--- config.mk ---
export PLATFORM = sky130hd
export DESIGN_NAME = mem_port_arbiter_flat
export DESIGN_NICKNAME = d
export VERILOG_FILES = /design/src/rtl/mem_port_arbiter_pkg.sv /design/src/rtl/mem_port_arbiter_if.sv /design/src/rtl/mem_port_arbiter_prio_pick.sv /design/src/rtl/mem_port_arbiter.sv /design/src/flat_wrapper.sv
export SDC_FILE = /design/constraint.sdc
export NUM_CORES = 1
export LEC_CHECK = 0
export BUFFER_PORTS_ARGS = -buffer_cell sky130_fd_sc_hd__buf_2
export CORE_ASPECT_RATIO = 0.9
export CORE_UTILIZATION = 25
export CTS_BUF_LIST = sky130_fd_sc_hd__clkbuf_16
export DETAILED_ROUTE_END_ITERATION = 16
export PLACE_DENSITY_LB_ADDON = 0.1
export SLEW_MARGIN = 0
export SYNTH_ARGS = -nofsm -noshare
export SYNTH_HDL_FRONTEND = slang
export SYNTH_SLANG_ARGS = --single-unit
export TNS_END_PERCENT = 100
--- constraint.sdc ---
create_clock -name clk -period 3.65 [get_ports clk]
set_clock_uncertainty 0.1 [all_clocks]
set_input_delay 0 -clock clk [delete_from_list [all_inputs] [get_ports clk]]
set_output_delay 0 -clock clk [all_outputs]
set_load 0.005 [all_outputs]
--- src/rtl/mem_port_arbiter_pkg.sv ---
// Shared state encodings, requester IDs and counter sizing for the memory port arbiter.
package mem_port_arbiter_pkg;

   typedef enum logic [1:0] {
      ST_IDLE  = 2'd0,
      ST_ISSUE = 2'd1,
      ST_WAIT  = 2'd2,
      ST_RESP  = 2'd3
   } state_e;

   localparam logic REQ_IF = 1'b0;
   localparam logic REQ_DM = 1'b1;

   // Smallest width holding 0..max_val, never narrower than one bit.
   function automatic int cnt_width(input int max_val);
      return (max_val < 2) ? 1 : $clog2(max_val + 1);
   endfunction

endpackage

--- src/rtl/mem_port_arbiter_if.sv ---
// Fetch, data and memory-side signals of the shared instruction/data memory port.
interface mem_port_arbiter_if #(
   parameter int AW = 32,
   parameter int DW = 32
) ();
   logic          if_req;
   logic [AW-1:0] if_addr;
   logic          if_done;
   logic [DW-1:0] if_rdata;
   logic          dm_req;
   logic          dm_we;
   logic [AW-1:0] dm_addr;
   logic [DW-1:0] dm_wdata;
   logic          dm_done;
   logic [DW-1:0] dm_rdata;
   logic          mem_en;
   logic          mem_we;
   logic [AW-1:0] mem_addr;
   logic [DW-1:0] mem_wdata;
   logic [DW-1:0] mem_rdata;
   logic          stall;

   modport slave (
      input  if_req, if_addr, dm_req, dm_we, dm_addr, dm_wdata, mem_rdata,
      output if_done, if_rdata, dm_done, dm_rdata, mem_en, mem_we, mem_addr, mem_wdata, stall
   );

   modport master (
      output if_req, if_addr, dm_req, dm_we, dm_addr, dm_wdata, mem_rdata,
      input  if_done, if_rdata, dm_done, dm_rdata, mem_en, mem_we, mem_addr, mem_wdata, stall
   );
endinterface

--- src/rtl/mem_port_arbiter_prio_pick.sv ---
// Winner select: data has priority unless fetch is waiting and the data streak is exhausted.
module arb_prio_pick
   import mem_port_arbiter_pkg::*;
(
   input  logic if_req_i,
   input  logic dm_req_i,
   input  logic streak_full_i,
   output logic vld_o,
   output logic winner_o
);
   assign vld_o    = if_req_i | dm_req_i;
   assign winner_o = (dm_req_i && !(if_req_i && streak_full_i)) ? REQ_DM : REQ_IF;
endmodule

--- src/rtl/mem_port_arbiter.sv ---
// Serialises fetch and load/store onto one memory port, one transaction at a time.
// mem_en one cycle after the IDLE grant; done after MEM_LAT (loads/fetches) or 1 cycle (stores).
module mem_port_arbiter
   import mem_port_arbiter_pkg::*;
#(
   parameter int AW         = 32,
   parameter int DW         = 32,
   parameter int MEM_LAT    = 1,
   parameter int MAX_STREAK = 4
) (
   input  logic              clk,
   input  logic              rst,
   mem_port_arbiter_if.slave bus
);
   localparam int LW = cnt_width(MEM_LAT - 1);
   localparam int SW = cnt_width(MAX_STREAK);

   state_e        state_q, state_d;
   logic [LW-1:0] lat_q, lat_d;
   logic [SW-1:0] streak_q, streak_d;
   logic          owner_q, owner_d;
   logic          we_q, we_d;
   logic [AW-1:0] addr_q, addr_d;
   logic [DW-1:0] wdata_q, wdata_d;
   logic [DW-1:0] if_rdata_q, if_rdata_d;
   logic [DW-1:0] dm_rdata_q, dm_rdata_d;
   logic          pick_vld, pick_win, streak_full, resp;

   assign streak_full = (streak_q == SW'(MAX_STREAK));

   arb_prio_pick u_pick (
      .if_req_i      (bus.if_req),
      .dm_req_i      (bus.dm_req),
      .streak_full_i (streak_full),
      .vld_o         (pick_vld),
      .winner_o      (pick_win)
   );

   always_comb begin
      state_d    = state_q;
      lat_d      = lat_q;
      streak_d   = streak_q;
      owner_d    = owner_q;
      we_d       = we_q;
      addr_d     = addr_q;
      wdata_d    = wdata_q;
      if_rdata_d = if_rdata_q;
      dm_rdata_d = dm_rdata_q;
      if (!bus.if_req) streak_d = '0;
      unique case (state_q)
         ST_IDLE: begin
            if (pick_vld) begin
               owner_d = pick_win;
               state_d = ST_ISSUE;
               if (pick_win == REQ_DM) begin
                  addr_d  = bus.dm_addr;
                  we_d    = bus.dm_we;
                  wdata_d = bus.dm_wdata;
                  if (bus.if_req && !streak_full) streak_d = streak_q + 1'b1;
               end else begin
                  addr_d   = bus.if_addr;
                  we_d     = 1'b0;
                  streak_d = '0;
               end
            end
         end
         ST_ISSUE: begin
            lat_d   = LW'(MEM_LAT - 1);
            state_d = (we_q || MEM_LAT == 1) ? ST_RESP : ST_WAIT;
         end
         ST_WAIT: begin
            lat_d = lat_q - 1'b1;
            if (lat_q == LW'(1)) state_d = ST_RESP;
         end
         ST_RESP: begin
            if (!we_q) begin
               if (owner_q == REQ_IF) if_rdata_d = bus.mem_rdata;
               else                   dm_rdata_d = bus.mem_rdata;
            end
            state_d = ST_IDLE;
         end
         default: state_d = ST_IDLE;
      endcase
   end

   always_ff @(posedge clk or posedge rst) begin
      if (rst) begin
         state_q    <= ST_IDLE;
         lat_q      <= '0;
         streak_q   <= '0;
         owner_q    <= REQ_IF;
         we_q       <= 1'b0;
         addr_q     <= '0;
         wdata_q    <= '0;
         if_rdata_q <= '0;
         dm_rdata_q <= '0;
      end else begin
         state_q    <= state_d;
         lat_q      <= lat_d;
         streak_q   <= streak_d;
         owner_q    <= owner_d;
         we_q       <= we_d;
         addr_q     <= addr_d;
         wdata_q    <= wdata_d;
         if_rdata_q <= if_rdata_d;
         dm_rdata_q <= dm_rdata_d;
      end
   end

   assign resp          = (state_q == ST_RESP);
   assign bus.mem_en    = (state_q == ST_ISSUE);
   assign bus.mem_we    = bus.mem_en & we_q;
   assign bus.mem_addr  = addr_q;
   assign bus.mem_wdata = wdata_q;
   assign bus.if_done   = resp && (owner_q == REQ_IF);
   assign bus.dm_done   = resp && (owner_q == REQ_DM);
   assign bus.stall     = bus.if_req & ~bus.if_done;
   // Read data is forwarded during RESP so it is valid alongside done, then held by the register.
   assign bus.if_rdata  = bus.if_done ? bus.mem_rdata : if_rdata_q;
   assign bus.dm_rdata  = (bus.dm_done && !we_q) ? bus.mem_rdata : dm_rdata_q;
endmodule
--- src/flat_wrapper.sv ---
// flat-port wrapper written by rule: the top's interface ports become plain ports
module mem_port_arbiter_flat import mem_port_arbiter_pkg::*;
#(
   parameter int AW         = 32,
   parameter int DW         = 32,
   parameter int MEM_LAT    = 1,
   parameter int MAX_STREAK = 4
)
  (clk, rst, bus_if_req, bus_if_addr, bus_dm_req, bus_dm_we, bus_dm_addr, bus_dm_wdata, bus_mem_rdata, bus_if_done, bus_if_rdata, bus_dm_done, bus_dm_rdata, bus_mem_en, bus_mem_we, bus_mem_addr, bus_mem_wdata, bus_stall);
  mem_port_arbiter_if #(.AW(AW), .DW(DW)) bus_i ();
  input  logic clk;
  input  logic rst;
  input wire logic [$bits(bus_i.if_req)-1:0] bus_if_req;
  input wire logic [$bits(bus_i.if_addr)-1:0] bus_if_addr;
  input wire logic [$bits(bus_i.dm_req)-1:0] bus_dm_req;
  input wire logic [$bits(bus_i.dm_we)-1:0] bus_dm_we;
  input wire logic [$bits(bus_i.dm_addr)-1:0] bus_dm_addr;
  input wire logic [$bits(bus_i.dm_wdata)-1:0] bus_dm_wdata;
  input wire logic [$bits(bus_i.mem_rdata)-1:0] bus_mem_rdata;
  output wire logic [$bits(bus_i.if_done)-1:0] bus_if_done;
  output wire logic [$bits(bus_i.if_rdata)-1:0] bus_if_rdata;
  output wire logic [$bits(bus_i.dm_done)-1:0] bus_dm_done;
  output wire logic [$bits(bus_i.dm_rdata)-1:0] bus_dm_rdata;
  output wire logic [$bits(bus_i.mem_en)-1:0] bus_mem_en;
  output wire logic [$bits(bus_i.mem_we)-1:0] bus_mem_we;
  output wire logic [$bits(bus_i.mem_addr)-1:0] bus_mem_addr;
  output wire logic [$bits(bus_i.mem_wdata)-1:0] bus_mem_wdata;
  output wire logic [$bits(bus_i.stall)-1:0] bus_stall;
  assign bus_i.if_req = bus_if_req;
  assign bus_i.if_addr = bus_if_addr;
  assign bus_i.dm_req = bus_dm_req;
  assign bus_i.dm_we = bus_dm_we;
  assign bus_i.dm_addr = bus_dm_addr;
  assign bus_i.dm_wdata = bus_dm_wdata;
  assign bus_i.mem_rdata = bus_mem_rdata;
  assign bus_if_done = bus_i.if_done;
  assign bus_if_rdata = bus_i.if_rdata;
  assign bus_dm_done = bus_i.dm_done;
  assign bus_dm_rdata = bus_i.dm_rdata;
  assign bus_mem_en = bus_i.mem_en;
  assign bus_mem_we = bus_i.mem_we;
  assign bus_mem_addr = bus_i.mem_addr;
  assign bus_mem_wdata = bus_i.mem_wdata;
  assign bus_stall = bus_i.stall;
  mem_port_arbiter #(.AW(AW), .DW(DW), .MEM_LAT(MEM_LAT), .MAX_STREAK(MAX_STREAK)) u_core (.clk(clk), .rst(rst), .bus(bus_i));
endmodule
After elaboration in Yosys (flattened, before gate mapping)
Cells that the tools add are included.
W data, S select, Z words.
- logic and storage cells: 53
- output and inout bits: 133
- register bits after elaboration: 136
- add/sub/neg operators: 2
- multiplexer cells: 14
- bitwise logic cells: 6
- equal/unequal tests: 6
- reductions and logical operators: 16
- operators by type and width (kind ; number):
    $mux W32 ; 3
    $mux W3 ; 5
    $reduce_and A3 Y1 ; 3
    $pmux W2 S4 ; 1
    $logic_and A1 B1 Y1 ; 6
    $eq A2 B2 Y1 const B ; 2
    $mux W2 ; 2
    $ne A2 B1 Y1 const B ; 2
    $reduce_and A2 Y1 ; 2
    $add A3 B1 Y3 const B ; 1
    $eq A3 B3 Y1 const B ; 1
    $logic_not A1 Y1 ; 3
    $not A1 Y1 ; 3
    $and A1 B1 Y1 ; 2
    $eq A2 B1 Y1 const B ; 1
    $logic_not A2 Y1 ; 1
    $mux W1 ; 2
    $pmux W1 S2 ; 1
    $reduce_bool A2 Y1 ; 1
    $or A1 B1 Y1 ; 1
    $sub A1 B1 Y1 const B ; 1

Longest topological paths before layout
Gate-level depths: netlist of the first run.
- depth after elaboration: 8
- mapped depth: 7
- mapped depth without buffers: 5

Cells and area by module
From an unflattened synthesis of the first run, not the netlist that was laid out.
- cells, all modules: 470
- area total of the unflattened synthesis: 6632.6 µm²
- by module, submodules not included (module ; cells an instance ; instances ; area an instance (µm²)):
    mem_port_arbiter ; 468 ; 1 ; 6618.8
    arb_prio_pick ; 2 ; 1 ; 13.8

Worst setup path after synthesis of the first run
OpenSTA, ideal clock, no wires.
- path type: register to register
- from: register u_core.state_q[0]
- to: register u_core.dm_rdata_q[0]
- stages on the path, launching flop included: 7
- data arrival time: 1547 ps
- path slack: 1878 ps
- buffers on the path: 2
- data required time: 3425 ps
- clock period less this slack: 1772 ps
- path through: dfrtp_1 ha_1 and2_1 nand2b_1 buf_2 buf_2 mux2_2
- cells in the longest elaborated chain, start to end: 2
- ends and longest elaborated chain (item ; RTL line ; RTL):
    from (decl) ; mem_port_arbiter.sv:18 ; state_e state_q, state_d;
    from (signal assigned) ; mem_port_arbiter.sv:98 ; state_q <= state_d;
    $eq A2 B2 Y1 ; mem_port_arbiter.sv:50 ; unique case (state_q)
    $reduce_and A3 Y1 (no source line) ; n/a ;
    to (signal assigned) ; mem_port_arbiter.sv:106 ; dm_rdata_q <= dm_rdata_d;
    to (decl) ; mem_port_arbiter.sv:26 ; logic [DW-1:0] dm_rdata_q, dm_rdata_d;
Every way passes these cells.
A chain may end at the register's enable or synchronous reset.

Worst setup path after layout of the first run
- from: register u_core.streak_q[0]
- to: register u_core.addr_q[27], in the netlist u_core.bus.mem_addr[27]
- cells in the longest elaborated chain, start to end: 6
- ends and longest elaborated chain (item ; RTL line ; RTL):
    from (decl) ; mem_port_arbiter.sv:20 ; logic [SW-1:0] streak_q, streak_d;
    from (signal assigned) ; mem_port_arbiter.sv:100 ; streak_q <= streak_d;
    $eq A3 B3 Y1 ; mem_port_arbiter.sv:29 ; assign streak_full = (streak_q == SW'(MAX_STREAK));
    $logic_and A1 B1 Y1 ; mem_port_arbiter_prio_pick.sv:12 ; assign winner_o = (dm_req_i && !(if_req_i && streak_full_i)) ? REQ_DM : REQ_IF;
    $logic_not A1 Y1 ; mem_port_arbiter_prio_pick.sv:12 ;
    $logic_and A1 B1 Y1 ; mem_port_arbiter_prio_pick.sv:12 ;
    $mux W1 ; mem_port_arbiter_prio_pick.sv:12 ;
    $mux W32 ; mem_port_arbiter.sv:55 ; if (pick_win == REQ_DM) begin
    to (signal assigned) ; mem_port_arbiter.sv:103 ; addr_q <= addr_d;
    to (decl) ; mem_port_arbiter.sv:23 ; logic [AW-1:0] addr_q, addr_d;
Every way passes these cells.

==> results of run 1 <==
cell usage in the layout (no fill, tap or decap), types with 12 or more instances in the layout:
cell	n
buf_2	265
nand2_1	66
dfrtp_1	136
nand4_1	32
dlygate4sd3_1	133
mux2_1	12
buf_4	13
clkbuf_16	17
mux2_2	122
o211ai_1	32
mux2_4	28
logic make-up (layout without fill, tap and decap cells):
family | after synthesis | in the layout
multiplexers | 163 | 163
AO/OA/AOI/OAI | 42 | 42
adder cells (fa/ha/maj) | 6 | 6
other | 0 | 1
buffers and inverters | 47 | 448
flip-flops | 136 | 136
AND/OR/NAND/NOR | 113 | 113
report_power, final:
part	leakage, nW	switching [W]	internal [W]
combinational	2.75	0.00150	0.00229
clock	0.266	0.000655	0.00106
sequential	1.62	0.000387	0.00227
total	4.64	0.00254	0.00562
worst max-delay path by stage:
stage / from / end / slack [ps]
finish: u_core.streak_q[0] / u_core.bus.mem_addr[27] / 840
global route: u_core.streak_q[0] / u_core.bus.mem_addr[18] / 680
CTS: u_core.streak_q[0] / u_core.bus.mem_addr[15] / 840
detailed placement: u_core.streak_q[0] / u_core.bus.mem_wdata[30] / 1130
global placement: u_core.streak_q[0] / u_core.bus.mem_wdata[30] / 1180
floorplan: rst / u_core.bus.mem_addr[0] / 1860
timing repair:
action / CTS / global route
buffers inserted: 0 / 0
hold buffers: 133 / 0
endpoints found under the hold margin: 175 / 0
stage by stage:
stage | std cells | hold slack [ps] | cell area (sq um) | total power, W
final | 1251 | 248 | 10100 | 0.00816
after global routing | 1251 | 245 | 10100 | 0.00875
after CTS | 1250 | 219 | 10100 | 0.00828
after detailed placement | 1087 | 126 | 8200 | 0.00610
after global placement | 1087 | 133 | 8200 | 0.00606
after floorplan | 507 | 28.6 | 6550 | 0.00476
worst max-delay path, stage by stage (launching register included):
cell and delay [ps]:
dfrtp_1 370, inv_1 70, ha_1 250, nand3_4 350
and2_1 460, buf_4 350, o211ai_1 140, dlygate4sd3_1 580
sequential cells by signal, indices dropped and copies added (netlist names):
name and flops:
u_core.if_rdata_q 32, u_core.owner_q 1, u_core.streak_q 3, u_core.dm_rdata_q 32, u_core.lat_q 1, u_core.bus.mem_addr 32, u_core.bus.mem_wdata 32, u_core.state_q 2
u_core.we_q 1
per-layer routing:
metal  global-route usage, %  routed length [um]  part of all wire (%)
met1                    17.1                8220                    44
met4                    4.42                 252                   1.4
met3                    4.37                1190                   6.4
met2                    24.1                8830                    48
met5                       0                   0                     0
layout make-up:
cell class	count	share of cell area (%)
multi-input cells	324	28.6
repair buffers	412	27.4
clock inverters	13	1.55
clock buffers	17	4.21
diodes	1	0.0247
inverters	6	0.260
flip-flops and latches	136	33.6
well taps	342	4.23
==> qor.txt, run 1 <==
outcome: complete, no violations
synthesized area: 6550 sq um
post-synthesis compound-gate area fraction: 4.72%
Worst VDD drop: 258 uV
most common cell in the netlist: dfrtp_1
initial drt markers: 180
initial antenna violation count: 1
Critical Path Sink Type: flip-flop
DR pass1 iterations: 4
R2R Path End: u_core.bus.mem_addr[27]
post-synthesis adder-cell area fraction: 1.15%
Hold Path Class: in -> reg
CTS root buf: clkbuf_16
synth top area cells: dfrtp_1 (52%), mux2_2 (21%), mux2_4 (6.4%)
Post-Synth Simple-Gate Area: 8.43%
Yosys warning total: 0
hold path endpoint: u_core.bus.mem_wdata[8]
CP Data Required Time: 3840 ps
Post-Place Worst Slack: 1130 ps
die area: 26,800 sq um
Hold Crit Start: bus_dm_wdata[8]
worst reg2reg startpoint: u_core.streak_q[0]
max-capacitance violation count: 0
Detail Placement HPWL: 12,300 um
Vias: 5,465
Final min period: 2810 ps
Seq/Total Area, Yosys: 52.0%
maximum fanout along the worst path: 34
final setup violation count: 0
vias in the first global route: 5,896
WL/cell: 14.8 um
PnR worst setup slack: 836 ps
total gr overflow: 0
area occupied by multi-input gates: 2900 sq um
Final Core Density: 39.8%
Die Wd: 173 um
GRT Total Usage: 14.2%
actual slew at the worst max-slew pin: 1020 ps
residual DRC count: 0
DRT antenna net count: 0
# resized after CTS: 0
Core Box Area: 25,400 sq um
share of layout cells above drive strength 1: 51.0%
Routed WL: 18,500 um
CTS tree: built
Async SR Flop Fraction: 100%
fillcell total: 2,452
RSZ-0062 raised after global routing: false
Final Hold Viols: 0
Synth Instances: 507
Synth top area share: 52.0%
htree depth: 4
Skew-Pair Late Insertion Delay: 410 ps
initial core utilization: 25.8%
slew margin rel.: 31.9%
Die H: 156 um
Syn Nets: 646
post-synthesis mux area share: 29.6%
clk sinks: 136
Layout Area Growth over Synthesis: 54.5%
reg2reg setup slack: 840 ps
arrival time worst endpoint: 3000 ps
leak pwr: 4.64 nW
Post-synth EDFFs: 0
largest area contributor in the netlist: dfrtp_1
largest net degree at the start of global routing: 64
final net count: 1,036
Core Rows: 55
Hold Crit Depth: 3
largest family of logic cells by synthesized area: multiplexers
Synth Area in XOR/XNOR: 0%
average size of a mapped cell: 12.9 sq um
Seq cells post-synth: 136
Max Freq: 355 MHz
I/O pins: 266
Via density: 4.37
Slew Viols, Final: 0
PortBufs: 265
crit share post-route: 77.1%
Power Density: 807 nW/um^2
Placer Congestion: 0.782
Setup CP Type: reg -> reg
first-pass GRT wire length: 30,300 um
Reg clk slew, reported paths: 60 ps
crit start category: flip-flop
Worst Reg-to-Reg Cells: 7
most frequently used flop master after synthesis: dfrtp_1
top cells by count, synth: dfrtp_1 (136), mux2_2 (122), nand2_1 (66)
CTS max path bufs: 2
TritonCTS buffer count: 17
Storage cell area: 3400 sq um
setup TNS: 0 ps
synth unique cells: 31
Note: power is estimated with default switching activity, not from simulation.
==> run 2, diff against run 1 <==
--- a/config.mk
+++ b/config.mk
@@ -5,6 +5,7 @@
 export SDC_FILE = /design/constraint.sdc
 export NUM_CORES = 1
 export LEC_CHECK = 0
+export ABC_AREA = 1
 export BUFFER_PORTS_ARGS = -buffer_cell sky130_fd_sc_hd__buf_2
 export CORE_ASPECT_RATIO = 0.9
 export CORE_UTILIZATION = 25
==> constraint.sdc (replaced) <==
create_clock -name clk -period 2.5 [get_ports clk]
set_clock_uncertainty 0.1 [all_clocks]
set_input_delay 0 -clock clk [delete_from_list [all_inputs] [get_ports clk]]
set_output_delay 0 -clock clk [all_outputs]
set_load 0.005 [all_outputs]
==> run 2 against run 1 <==
Effect of this change:
- the run now ends with DRC left
- first-iteration DRC count grew 110%
- cell area shrank 1.1%
- hold slack lost 120 ps
- total power grew 34%
- combinational power grew 18%
- routed wire length grew 4.5%
- critical path type unchanged
- count of clock-buffer cells in the layout is the same
==> qor.txt, run 2 <==
PortBufs: 265
part of the power in registers: 34.2%
Async SR Flop Fraction: 100%
most frequent cells in the layout: nand2_1 (306), buf_2 (265), dfrtp_1 (136)
largest area contributor in the netlist: dfrtp_1
most common cell in the netlist: nand2_1
postcts setup bufs: 0
TritonCTS buffer count: 17
largest net degree at the start of global routing: 97
CTS tree: built
Critical Path Sink Type: flip-flop
Net Switching: 0.00399 W
leak pwr: 5.47 nW
crit share post-route: 92.1%
Design Area, Final: 10,000 sq um
residual DRC count: 2
Via density: 4.10
Logic pwr share: 41.0%
final setup violation count: 0
clk sinks: 136
Slew Viols, Final: 0
Post-Place Worst Slack: 618 ps
die area: 26,100 sq um
first-pass GRT wire length: 31,800 um
Placer Congestion: 0.719
vias in the first global route: 6,307
n_diodes: 0
Post-synth EDFFs: 0
maximum fanout along the worst path: 30
Layout Area Growth over Synthesis: 57.2%
Worst VDD drop: 521 uV
average size of a mapped cell: 7.74 sq um
Post-DP Area: 8040 sq um
RSZ-0062 raised after global routing: false
Synth top area share: 53.5%
Core Rows: 55
I/O pins: 266
Detail Placement HPWL: 12,400 um
CP Data Required Time: 2750 ps
Core Box Area: 25,000 sq um
Routed WL: 19,300 um
arrival time worst endpoint: 2560 ps
failing checks: DRC
Synth Instances: 822
most frequently used flop master after synthesis: dfrtp_1
CTS max path bufs: 2
most common library cell in the layout ignoring fill and taps: nand2_1
Final min period: 2300 ps
sw frac: 36.4%
crit start category: flip-flop
Power Density: 1100 nW/um^2
initial antenna violation count: 0
total gr overflow: 0
Hold Path Class: in -> async
DRT antenna net count: 0
DP Cell Count: 1,395
GRT Total Usage: 15.4%
Setup CP Type: reg -> reg
final net count: 1,344
Seq cells post-synth: 136
final std cells w/o fill: 1,560
Final Hold Viols: 0
synthesized area: 6360 sq um
Skew-Pair Late Insertion Delay: 410 ps
synth unique cells: 19
initial core utilization: 25.4%
CTS root buf: clkbuf_16
Die H: 153 um
actual slew at the worst max-slew pin: 629 ps
htree depth: 4
WL/cell: 12.4 um
Syn Nets: 961
synth top area cells: dfrtp_1 (54%), nand2_1 (18%), o21ai_0 (10%)
Reg clk slew, reported paths: 60 ps
PnR worst setup slack: 198 ps
Vias: 6,402
share of layout cells above drive strength 1: 26.4%
DR pass1 iterations: 12
max-capacitance violation count: 0
Seq/Total Area, Yosys: 53.5%
top cells by count, synth: nand2_1 (309), dfrtp_1 (136), o21ai_0 (130)
Int Power: 0.00697 W
Max Freq: 434 MHz
slew margin rel.: 58.0%
initial drt markers: 373
outcome: finished, violations left
setup TNS: 0 ps
Clock power frac: 24.8%
Die Wd: 170 um
Yosys warning total: 0
run 2: path summary, 6_finish.rpt:
kind,to,slack (ps),cells past startpoint,from
min in group clk,u_core.bus.mem_wdata[30],210,4,bus_dm_wdata[30]
min reg2reg,u_core.dm_rdata_q[20],370,2,u_core.dm_rdata_q[20]
min,u_core.bus.mem_wdata[7],130,4,rst
max reg2reg,u_core.bus.mem_addr[19],200,8,u_core.state_q[0]
max,u_core.bus.mem_addr[19],200,8,u_core.state_q[0]
max in group asynchronous,u_core.if_rdata_q[18],1590,4,rst
run 2: power by group through the flow:
stage | combinational [W] | clock, W | sequential [W]
detailed placement | 0.00435 | 0 | 0.00377
global placement | 0.00433 | 0 | 0.00379
CTS | 0.00462 | 0.00281 | 0.00376
finish | 0.00449 | 0.00272 | 0.00376
floorplan | 0.00232 | 0 | 0.00378
global route | 0.00523 | 0.00291 | 0.00390
run 2: cells by family (layout without fill, tap and decap cells):
logic type | after synthesis | after routing | share of synthesized area (%)
DFF | 136 | 136 | 53.5
adders and majority gates | 6 | 6 | 1.18
and+or+nand+nor | 388 | 388 | 24.6
buffers and inverters | 159 | 555 | 10.0
AOI/OAI and AO/OA | 132 | 132 | 10.6
xor gates and xnor gates | 1 | 1 | 0.138
run 2: repair_timing:
action	in CTS	in global routing
hold endpoints to repair	270	0
gates resized for setup	0	1
endpoints found under the setup margin	0	30
hold buffers	133	0
run 2: metal layers:
layer,vias up,global-route usage [%],wire length [um]
li1,3318,-,-
met1,2876,20.5,9290
met4,0,4.68,267
met2,186,23.9,8480
met3,22,4.48,1280
met5,-,0,0
run 2: final cells by class:
| cell class | count | area, sq um |
|---|---|---|
| inverter | 113 | 428 |
| clock buffer | 17 | 425 |
| timing repair buffer | 410 | 2790 |
| multi-input combinational | 527 | 2330 |
| tap | 342 | 428 |
| fill | 2671 | 15000 |
| clock inverter | 15 | 200 |
| sequential | 136 | 3400 |
run 2: critical path, cell delays in order (launching register included):
cell and delay, ps:
dfrtp_1 410, inv_1 90, ha_1 260, inv_2 120
a21oi_4 220, buf_6 290, nand3_1 110, dlygate4sd3_1 570
nand2_1 60
run 2: through the flow:
step	utilization (%)	total power (W)	hold WS [ps]
CTS	39.9	0.0112	147
floorplan	-	0.00611	9.62
global placement	32.1	0.00812	56.7
global route	39.9	0.0120	205
detailed placement	32.1	0.00812	53.9
finish	39.9	0.0110	127
